### src/rtl/muldiv_unit.sv
// muldiv_unit: iterative RV32M multiply/divide unit between register-file reads and write-back.
// Define MULDIV_FAST_MUL_EN to replace the 32-cycle shift-add multiplier with a single-cycle one;
// division stays iterative in both builds and results are identical.
module muldiv_unit #(
    parameter int XLEN = 32
) (
    input  logic            clk,
    input  logic            rst_n,
    input  logic            start,
    input  logic [2:0]      funct3,
    input  logic [XLEN-1:0] op_a,
    input  logic [XLEN-1:0] op_b,
    input  logic [4:0]      rd_in,
    output logic            stall,
    output logic            busy,
    output logic            done,
    output logic            wr_en,
    output logic [4:0]      rd_out,
    output logic [XLEN-1:0] result
);

    typedef enum logic [1:0] {IDLE, MUL, DIV, DONE} state_t;

    localparam logic [XLEN-1:0] MIN_INT  = {1'b1, {(XLEN-1){1'b0}}};
    localparam logic [XLEN-1:0] ALL_ONES = '1;

    state_t            state, state_next;
    logic [1:0]        op_q;
    logic [4:0]        count;
    logic [2*XLEN-1:0] acc, acc_step;
    logic [XLEN-1:0]   opnd;
    logic              neg_main, neg_rem;

    logic              is_div, a_signed, b_signed, neg_a, neg_b;
    logic              div_zero, div_ovf, special, fast_mul;
    logic [XLEN-1:0]   mag_a, mag_b, special_result, fast_result;
    logic [XLEN:0]     mul_sum, div_shift, div_diff;
    logic [2*XLEN-1:0] prod_signed;
    logic [XLEN-1:0]   quot, rem, final_result;

    // Decode the incoming instruction: signedness, operand magnitudes and the divide special cases
    always_comb begin
        is_div   = funct3[2];
        a_signed = is_div ? ~funct3[0] : (funct3[1:0] == 2'b01 || funct3[1:0] == 2'b10);
        b_signed = is_div ? ~funct3[0] : (funct3[1:0] == 2'b01);
        neg_a    = a_signed & op_a[XLEN-1];
        neg_b    = b_signed & op_b[XLEN-1];
        mag_a    = neg_a ? -op_a : op_a;
        mag_b    = neg_b ? -op_b : op_b;
        div_zero = is_div && (op_b == '0);
        div_ovf  = is_div && ~funct3[0] && (op_a == MIN_INT) && (op_b == ALL_ONES);
        special  = div_zero | div_ovf;
        if (div_zero) begin
            special_result = funct3[1] ? op_a : ALL_ONES;
        end else begin
            special_result = funct3[1] ? '0 : MIN_INT;
        end
    end

`ifdef MULDIV_FAST_MUL_EN
    logic [2*XLEN-1:0] fast_a, fast_b, fast_prod;

    // Single-cycle multiply: sign-extending to 2*XLEN gives the same low bits as a 33x33 signed product
    always_comb begin
        fast_a      = {{XLEN{a_signed & op_a[XLEN-1]}}, op_a};
        fast_b      = {{XLEN{b_signed & op_b[XLEN-1]}}, op_b};
        fast_prod   = fast_a * fast_b;
        fast_result = (funct3[1:0] == 2'b00) ? fast_prod[XLEN-1:0] : fast_prod[2*XLEN-1:XLEN];
        fast_mul    = 1'b1;
    end
`else
    // Iterative build: multiplies always go through the MUL state
    always_comb begin
        fast_result = '0;
        fast_mul    = 1'b0;
    end
`endif

    // One iteration of shift-add multiply or restoring divide, plus the sign-corrected final result
    always_comb begin
        mul_sum   = {1'b0, acc[2*XLEN-1:XLEN]} + (acc[0] ? {1'b0, opnd} : '0);
        div_shift = {acc[2*XLEN-1:XLEN], acc[XLEN-1]};
        div_diff  = div_shift - {1'b0, opnd};
        if (state == DIV) begin
            acc_step = div_diff[XLEN] ? {div_shift[XLEN-1:0], acc[XLEN-2:0], 1'b0}
                                      : {div_diff[XLEN-1:0], acc[XLEN-2:0], 1'b1};
        end else begin
            acc_step = {mul_sum, acc[XLEN-1:1]};
        end
        prod_signed = neg_main ? -acc_step : acc_step;
        quot        = neg_main ? -acc_step[XLEN-1:0] : acc_step[XLEN-1:0];
        rem         = neg_rem ? -acc_step[2*XLEN-1:XLEN] : acc_step[2*XLEN-1:XLEN];
        if (state == DIV) begin
            final_result = op_q[1] ? rem : quot;
        end else begin
            final_result = (op_q == 2'b00) ? prod_signed[XLEN-1:0] : prod_signed[2*XLEN-1:XLEN];
        end
    end

    // Next-state logic and the handshake outputs toward the core and register file
    always_comb begin
        state_next = state;
        busy       = 1'b0;
        done       = 1'b0;
        case (state)
            IDLE: begin
                if (start) begin
                    if (special || (fast_mul && !is_div)) begin
                        state_next = DONE;
                    end else begin
                        state_next = is_div ? DIV : MUL;
                    end
                end
            end
            MUL, DIV: begin
                busy = 1'b1;
                if (count == 5'd31) begin
                    state_next = DONE;
                end
            end
            DONE: begin
                done       = 1'b1;
                state_next = IDLE;
            end
            default: state_next = IDLE;
        endcase
        wr_en = done;
        stall = ((state == IDLE) && start) || busy;
    end

    // State register; reset aborts any operation in flight
    always_ff @(posedge clk or negedge rst_n) begin
        if (!rst_n) begin
            state <= IDLE;
        end else begin
            state <= state_next;
        end
    end

    // Datapath: latch operands on accept, iterate, register the result on the last step
    always_ff @(posedge clk or negedge rst_n) begin
        if (!rst_n) begin
            op_q     <= '0;
            rd_out   <= '0;
            count    <= '0;
            neg_main <= 1'b0;
            neg_rem  <= 1'b0;
            opnd     <= '0;
            acc      <= '0;
            result   <= '0;
        end else begin
            case (state)
                IDLE: begin
                    if (start) begin
                        op_q     <= funct3[1:0];
                        rd_out   <= rd_in;
                        count    <= '0;
                        neg_main <= neg_a ^ neg_b;
                        neg_rem  <= neg_a;
                        opnd     <= is_div ? mag_b : mag_a;
                        acc      <= {{XLEN{1'b0}}, (is_div ? mag_a : mag_b)};
                        if (special) begin
                            result <= special_result;
                        end else if (fast_mul && !is_div) begin
                            result <= fast_result;
                        end
                    end
                end
                MUL, DIV: begin
                    acc   <= acc_step;
                    count <= count + 5'd1;
                    if (count == 5'd31) begin
                        result <= final_result;
                    end
                end
                default: ;
            endcase
        end
    end

endmodule

### config.mk
export PLATFORM = sky130hd
export DESIGN_NAME = muldiv_unit
export DESIGN_NICKNAME = d
export VERILOG_FILES = /design/src/rtl/muldiv_unit.sv
export SDC_FILE = /design/constraint.sdc
export NUM_CORES = 1
export LEC_CHECK = 0
export ABC_CLOCK_PERIOD_IN_PS = 5090
export CORE_ASPECT_RATIO = 0.9
export CORE_MARGIN = 4
export CORE_UTILIZATION = 35
export CTS_BUF_LIST = sky130_fd_sc_hd__clkbuf_8
export DETAILED_ROUTE_END_ITERATION = 10
export DONT_BUFFER_PORTS = 1
export SKIP_CTS_REPAIR_TIMING = 1
export SYNTH_ARGS = -nofsm -noshare
export SYNTH_HDL_FRONTEND = slang
export SYNTH_SLANG_ARGS = --single-unit
### constraint.sdc
create_clock -name clk -period 5.09 [get_ports clk]
set_input_delay 1.527 -clock clk [delete_from_list [all_inputs] [get_ports clk]]
set_output_delay 1.527 -clock clk [all_outputs]
set_load 0.02 [all_outputs]
==> out/qor.json, run 1 <==
{
  "run_status": {
    "outcome": "finished with violations",
    "failed_checks": "design-rule violations"
  },
  "global_route": {
    "antenna_found_initial": 5,
    "grt.overflow.total": 0,
    "largest_net_degree_at_the_start_of_global_routing": 145,
    "grt_first_pass_wirelength_um": 108000,
    "grt_usage_pct": 27.6,
    "grt_pass1_vias": 17100
  },
  "setup_path": {
    "cp_slowest_stage_delay_ns": 0.43,
    "critPathKind": "flop to flop",
    "worst-endpoint-arrival_ns": 5.37,
    "start_kind": "flop",
    "cp_slowest_cell": "and4bb_2",
    "cp_max_fo": 4,
    "cp.buffers_inverters": 3,
    "critPathTopFamily": "compound AO/OA/AOI/OAI gates",
    "worst_path_cell_trace": "inv_2 > ha_4 > inv_2 > fa_2 > a211oi_2 > nor2_2 > a31oi_4 > o211ai_4 > a311oi_4 > nor3_2 > a21oi_2 > ha_2 > o211ai_1 > and4bb_2 > inv_2 > nor4_4 > and2_1 > o221ai_2 > or3_4 > or2_4 > o41ai_4 > xnor2_1 > nor2_1 > o32a_1",
    "cp_data_required_time_ns": 5.50,
    "cpMostUsedCell": "inv_2",
    "worstSetupEndpointType": "flop"
  },
  "clock_network": {
    "tritoncts": "done",
    "cts_htree_levels": 4,
    "clock_sink_count": 144,
    "ctsLongestPathBuffers": 2,
    "cts_buffers": 17,
    "post_cts_clock_slew_at_the_launch_and_capture_registers_of_the_worst_setup_and_hold_paths_ns": 0.10,
    "clock_latency_ns": 0.52,
    "root_buffer": "clkbuf_8"
  },
  "final_layout": {
    "synthToLayoutAreaGrowth_pct": 14.8,
    "finalInstanceArea_um2": 19200,
    "fillerInstances": 4913,
    "fraction_of_layout_cells_with_a_size_suffix_above_1_pct": 16.0,
    "finish.net_count": 2522
  },
  "floorplan": {
    "floorplan.die_area_um2": 51300,
    "rows": 75,
    "design.portCount": 116,
    "die_width_um": 238,
    "chipHeight_um": 215,
    "initial_utilization_pct": 35.6,
    "fp.coreArea_um2": 46900
  },
  "flow_run": {
    "max_capacitance_violation_count": 0
  },
  "drt": {
    "antenna_violating_nets_post_route": 0,
    "drt_pre_antenna_iters": 11,
    "route.detailed.drc": 2,
    "route.detailed.vias_per_inst": 6.12,
    "wl_um": 73600,
    "num_vias": 18400,
    "drt-wirelength-per-cell_um": 24.5,
    "detail_route.iter0.violations": 2273
  },
  "logic_synthesis": {
    "synth.ff_latch_count": 144,
    "synth-seq-area-share_pct": 21.6,
    "yosys_most_used_dff": "dfrtp_1",
    "count_of_flip_flops_with_a_built_in_enable_after_synthesis": 0,
    "cells_after_synth": 2260,
    "yosys_cell_types": 110,
    "ys_warn_count": 0,
    "syn-cell-area_um2": 16700,
    "synth_async_sr_flop_share_pct": 100,
    "synth_nets": 2413,
    "avgSynthCellArea_um2": 7.40
  },
  "placement": {
    "gp_routability_congestion": 1.01,
    "placement.io_buffers": 0,
    "detailed_place.area_um2": 18600,
    "dp.final_hpwl_um": 59100
  },
  "min_path": {
    "min_path_type": "flop to flop"
  },
  "timing": {
    "rsz0062_at_grt": "true",
    "min_period_over_period_pct": 97.5,
    "tightestPinTransition_ns": 1.36,
    "slew_viol_final": 0,
    "slew_headroom_pct": 8.69,
    "layout_min_cycle_time_ns": 4.96,
    "achievable-frequency_mhz": 202,
    "clock_skew_ns": 0.0221,
    "timing.setup.tns_ns": 0,
    "setup-violations-final": 0,
    "finalHoldViolations": 0
  }
}
## state kept, by name, indices dropped and copies added, names as in the netlist
register  cells
neg_main      1
opnd         32
neg_rem       1
count         5
state         2
rd_out        5
result       32
op_q          2
acc          64
## cell families (layout without fill, tap and decap cells)
| logic type | after synthesis | after routing | synth area share [%] |
|---|---|---|---|
| other | 0 | 3 | 0 |
| AO/OA/AOI/OAI | 777 | 777 | 30.6 |
| multiplexers | 71 | 71 | 4.42 |
| AND/OR/NAND/NOR | 811 | 811 | 23.3 |
| adder cells (fa/ha/maj) | 78 | 78 | 5.93 |
| buffers and inverters | 205 | 327 | 5.07 |
| XOR/XNOR | 174 | 174 | 9.12 |
| flip-flops | 144 | 144 | 21.6 |
## cell usage after synthesis, types with 35 or more instances
master	count	area (µm²)
mux2i_1	48	480
nand2_1	241	905
xnor2_1	101	885
nand3_1	35	175
a21oi_1	217	1090
and2_1	50	313
o21ai_0	217	1090
nor3_1	54	270
dfrtp_1	144	3600
ha_1	76	951
nor2_1	252	946
clkbuf_1	84	315
inv_1	74	278
xor2_1	73	639
## cell type report
type / count / area [µm²] / area share [%]
inverter: 75 / 282 / 1.47
timing repair buffer: 220 / 1670 / 8.69
sequential: 144 / 3600 / 18.8
clock inverter: 15 / 125 / 0.652
antenna: 3 / 7.51 / 0.0391
multi-input combinational: 1911 / 12500 / 65.1
clock buffer: 17 / 234 / 1.22
tap: 616 / 771 / 4.02
## worst reg2reg max path: cells and delay by family, from the launching register on
family                   cells  cell delay, ns
AO/OA/AOI/OAI                9            1.75
XOR/XNOR                     1            0.15
adder cells (fa/ha/maj)      3            0.72
buffers and inverters        3            0.18
AND/OR/NAND/NOR              8            1.66
flip-flops                   1            0.40
## metal layers
metal / vias to the layer above / global-route usage [%] / part of all wire (%)
li1: 8476 / - / -
met1: 8844 / 38.6 / 44
met2: 880 / 41.6 / 43
met3: 152 / 6.58 / 9.7
met4: 4 / 9.46 / 3.7
met5: - / 0 / 0.033
## per-stage QoR
step	hold WS [ns]	cells	setup WS, ns	util [%]
5_1_grt	0.529	2998	-0.118	40.9
4_1_cts	0.511	2987	-0.295	40.4
6_report	0.506	3001	0.128	40.9
2_1_floorplan	0.463	2260	-0.0990	-
3_3_place_gp	0.468	2955	-0.150	39.6
3_5_place_dp	0.487	2955	-0.231	39.6
## layout by cell type (no fill, tap or decap), types with 13 or more instances in the layout
cell      count
nor2_1      250
nand2_1     237
buf_4       218
a21oi_1     216
o21ai_0     215
dfrtp_1     143
xnor2_1     101
xor2_1       73
inv_1        71
ha_1         71
nor3_1       53
and2_1       50
mux2i_1      48
nand3_1      34
o31ai_1      32
a211oi_1     31
a31oi_1      29
a21o_1       29
o211ai_1     27
nand4_1      25
mux2_2       23
a22o_1       23
or3_1        22
nor4_1       22
clkbuf_8     17
o21a_1       16
nand2b_1     15
nor2b_1      15
and3_1       13
## final timing paths
path | slack (ns) | to | cells after the start | startpoint
min reg2reg | 0.51 | opnd[23]$_DFFE_PN0P_ | 2 | opnd[23]$_DFFE_PN0P_
min | 0.51 | opnd[23]$_DFFE_PN0P_ | 2 | opnd[23]$_DFFE_PN0P_
min in group asynchronous | 0.71 | acc[54]$_DFFE_PN0P_ | 0 | rst_n
max reg2reg | 0.13 | result[30]$_DFFE_PN0P_ | 24 | acc[31]$_DFFE_PN0P_
max | 0.13 | result[30]$_DFFE_PN0P_ | 24 | acc[31]$_DFFE_PN0P_
max in group asynchronous | 4.11 | acc[24]$_DFFE_PN0P_ | 0 | rst_n
Power of run 1 is not shown: default switching activity piles up to over one toggle a cycle in this logic, so the estimate is an artifact.
==> inputs of run 2 (changes only) <==
- GPL_TIMING_DRIVEN: default -> 0
- TNS_END_PERCENT: default -> 1
==> run 2 against run 1 <==
Effect of this change:
- the run ends with negative setup slack left
- critical path depth grew 2
- sequential share of layout area rose by 0.81 points
- setup slack got worse by 0.90 ns
- largest cell class unchanged
==> out/qor.json, run 2 (synthesis gave the netlist of run 1 again) <==
{
  "final_layout": {
    "final-instance-count-excl-fill": {"value": 2934, "change": "-2.2%"},
    "synthToLayoutAreaGrowth_pct": 10.4,
    "seqCellArea": {"value": 3610, "unit": "µm²", "change": "+0.28%"},
    "largest-register": "acc",
    "largest_register_ff_count": {"value": 64, "change": "unchanged"},
    "finish.net_count": {"value": 2456, "change": "-2.6%"},
    "layout_commonest_cell": "nor2_1",
    "reg.largest.list": "acc (64), opnd (32), result (32)",
    "postLayoutCoreUtil": {"value": 39.3, "unit": "%", "change": "-1.6 points"},
    "fraction_of_layout_cells_with_a_size_suffix_above_1": {"value": 10.1, "unit": "%", "change": "-5.8 points"},
    "layout_common_cells": "nor2_1, nand2_1, a21oi_1",
    "fillerInstances": {"value": 4989, "change": "+1.5%"},
    "multiInputGateArea": {"value": 12500, "unit": "µm²", "change": "+0.29%"}
  },
  "clock_network": {
    "clock_sink_count": {"value": 144, "change": "unchanged"},
    "ctsLongestPathBuffers": {"value": 2, "change": "unchanged"},
    "tritoncts": "done",
    "cts_buffers": {"value": 17, "change": "unchanged"},
    "cts_htree_levels": {"value": 4, "change": "unchanged"},
    "post_cts_clock_slew_at_the_launch_and_capture_registers_of_the_worst_setup_and_hold_paths": {"value": 0.10, "unit": "ns", "change": "about the same"},
    "clock_latency": {"value": 0.52, "unit": "ns", "change": "about the same"},
    "root_buffer": "clkbuf_8"
  },
  "drt": {
    "num_vias": {"value": 18500, "change": "+0.98%"},
    "drt_pre_antenna_iters": {"value": 8, "change": "-3"},
    "antenna_violating_nets_post_route": {"value": 0, "change": "unchanged"},
    "detail_route.iter0.violations": {"value": 2457, "change": "+8.1%"},
    "route.detailed.vias_per_inst": {"value": 6.32, "change": "+3.3%"},
    "route.detailed.drc": {"value": 0, "change": "-2"},
    "wl": {"value": 80200, "unit": "µm", "change": "+8.9%"},
    "drt-wirelength-per-cell": {"value": 27.3, "unit": "µm", "change": "+11%"}
  },
  "timing": {
    "timing.setup.tns": {"value": -11.84, "unit": "ns", "change": "-11.84 ns"},
    "layout_min_cycle_time": {"value": 5.86, "unit": "ns", "change": "+0.901 ns"},
    "min_period_over_period": {"value": 115, "unit": "%", "change": "+18 points"},
    "slew_viol_final": {"value": 0, "change": "unchanged"},
    "worst_slack": {"value": -0.773, "unit": "ns", "change": "-0.901 ns"},
    "setup-violations-final": {"value": 30, "change": "+30"},
    "rsz0062_at_grt": "true",
    "achievable-frequency": {"value": 171, "unit": "MHz", "change": "-15%"},
    "tightestPinTransition": {"value": 1.16, "unit": "ns", "change": "-0.204 ns"},
    "finalHoldViolations": {"value": 0, "change": "unchanged"},
    "clock_skew": {"value": 0.0171, "unit": "ns", "change": "-0.00501 ns"},
    "slew_headroom": {"value": 22.3, "unit": "%", "change": "+14 points"}
  },
  "run_status": {
    "outcome": "finished with violations",
    "failed_checks": "negative setup slack"
  },
  "floorplan": {
    "floorplan.die_area": {"value": 51300, "unit": "µm²", "change": "unchanged"},
    "rows": {"value": 75, "change": "unchanged"},
    "die_width": {"value": 238, "unit": "µm", "change": "unchanged"},
    "fp.coreArea": {"value": 46900, "unit": "µm²", "change": "unchanged"},
    "design.portCount": {"value": 116, "change": "unchanged"},
    "initial_utilization": {"value": 35.6, "unit": "%", "change": "unchanged"},
    "chipHeight": {"value": 215, "unit": "µm", "change": "unchanged"}
  },
  "min_path": {
    "hold-path-cell-count": {"value": 1, "change": "-1"},
    "min_delay_worst_endpoint": "count[4]$_DFFE_PN0P_",
    "min_path_type": "flop to flop",
    "timing.hold.worst.start": "count[4]$_DFFE_PN0P_"
  },
  "placement": {
    "dp.final_hpwl": {"value": 64900, "unit": "µm", "change": "+9.8%"},
    "gp_routability_congestion": {"value": 1.04, "change": "+3.7%"},
    "post-place-cells": {"value": 2877, "change": "-2.6%"},
    "placement.io_buffers": {"value": 0, "change": "unchanged"}
  },
  "setup_path": {
    "worstSetupEndpointType": "flop",
    "cp_slowest_cell": "dfrtp_1",
    "cp_data_required_time": {"value": 5.49, "unit": "ns", "change": "about the same"},
    "critPathKind": "flop to flop",
    "number_of_cells_on_the_worst_reg_to_reg_path": {"value": 26, "change": "+8.3%"},
    "cp_max_fo": {"value": 8, "change": "+4"},
    "cpMostUsedCell": "inv_2",
    "cp_slowest_stage_delay": {"value": 0.43, "unit": "ns", "change": "about the same"},
    "crit-reg2reg-capture": "result[30]$_DFFE_PN0P_",
    "worst_r2r_startpoint": "acc[31]$_DFFE_PN0P_",
    "worst-endpoint-arrival": {"value": 6.26, "unit": "ns", "change": "+0.89 ns"},
    "setup.reg_to_reg.worst_slack": {"value": -0.77, "unit": "ns", "change": "-0.90 ns"},
    "start_kind": "flop"
  },
  "flow_run": {
    "max_capacitance_violation_count": {"value": 0, "change": "unchanged"}
  },
  "global_route": {
    "grt_usage": {"value": 30.1, "unit": "%", "change": "+2.5 points"},
    "largest_net_degree_at_the_start_of_global_routing": {"value": 145, "change": "unchanged"},
    "grt_first_pass_wirelength": {"value": 117000, "unit": "µm", "change": "+7.7%"},
    "antenna_found_initial": {"value": 3, "change": "-2"},
    "grt.overflow.total": {"value": 0, "change": "unchanged"},
    "grt_pass1_vias": {"value": 17600, "change": "+3.3%"}
  }
}
-- run 2: cell types whose count changed in the layout (fill, tap and decap cells not counted), sizes merged --
cell    delta
diode      -1
inv        +1
buf      -150
clkinv     -1
clkbuf    +84
-- run 2: metal layers --
metal | track usage (%) | vias to the layer above | routed length, µm
li1 | - | 8332 | -
met3 | 10.7 | 159 | 9610
met5 | 0 | - | 0
met2 | 45.4 | 1043 | 34500
met1 | 40.2 | 9001 | 33200
met4 | 9.46 | 0 | 2830
-- run 2: area by class of cell --
| cell class | instances | area share (%) |
|---|---|---|
| multi-input combinational | 1911 | 67.9 |
| sequential | 144 | 19.6 |
| tap | 616 | 4.18 |
| buffer | 130 | 3.46 |
| inverter | 75 | 1.55 |
| clock buffer | 17 | 1.27 |
| timing repair buffer | 24 | 1.08 |
| clock inverter | 15 | 0.902 |
| antenna | 2 | 0.0271 |
-- run 2: critical path: cells and delay by family, from the launching register on --
kind / cells / cell delay (ns)
buffers and inverters: 5 / 0.44
AND/OR/NAND/NOR: 8 / 1.78
XOR/XNOR: 1 / 0.16
adder cells (fa/ha/maj): 3 / 0.72
AO/OA/AOI/OAI: 9 / 2.19
flip-flops: 1 / 0.43
-- run 2: worst max-delay path by stage --
| stage | endpoint | start | slack [ns] |
|---|---|---|---|
| 2_1_floorplan | result[30]$_DFFE_PN0P_ | acc[31]$_DFFE_PN0P_ | -0.1 |
| 3_3_place_gp | result[25]$_DFFE_PN0P_ | op_a[1] | -2.37 |
| 3_5_place_dp | result[30]$_DFFE_PN0P_ | state[0]$_DFFE_PN0P_ | -2.36 |
| 4_1_cts | result[30]$_DFFE_PN0P_ | state[0]$_DFFE_PN0P_ | -2.40 |
| 5_1_grt | result[30]$_DFFE_PN0P_ | acc[31]$_DFFE_PN0P_ | -0.91 |
| 6_report | result[30]$_DFFE_PN0P_ | acc[31]$_DFFE_PN0P_ | -0.77 |
-- run 2: metrics by stage --
| step | instance area [µm²] | hold slack [ns] | setup slack (ns) |
|---|---|---|---|
| floorplan | 16700 | 0.463 | -0.0990 |
| global placement | 17500 | 0.501 | -2.37 |
| detailed placement | 17500 | 0.507 | -2.36 |
| CTS | 17900 | 0.537 | -2.40 |
| global route | 18400 | 0.564 | -0.906 |
| finish | 18500 | 0.533 | -0.773 |
Power of run 2 is left out for the same reason.
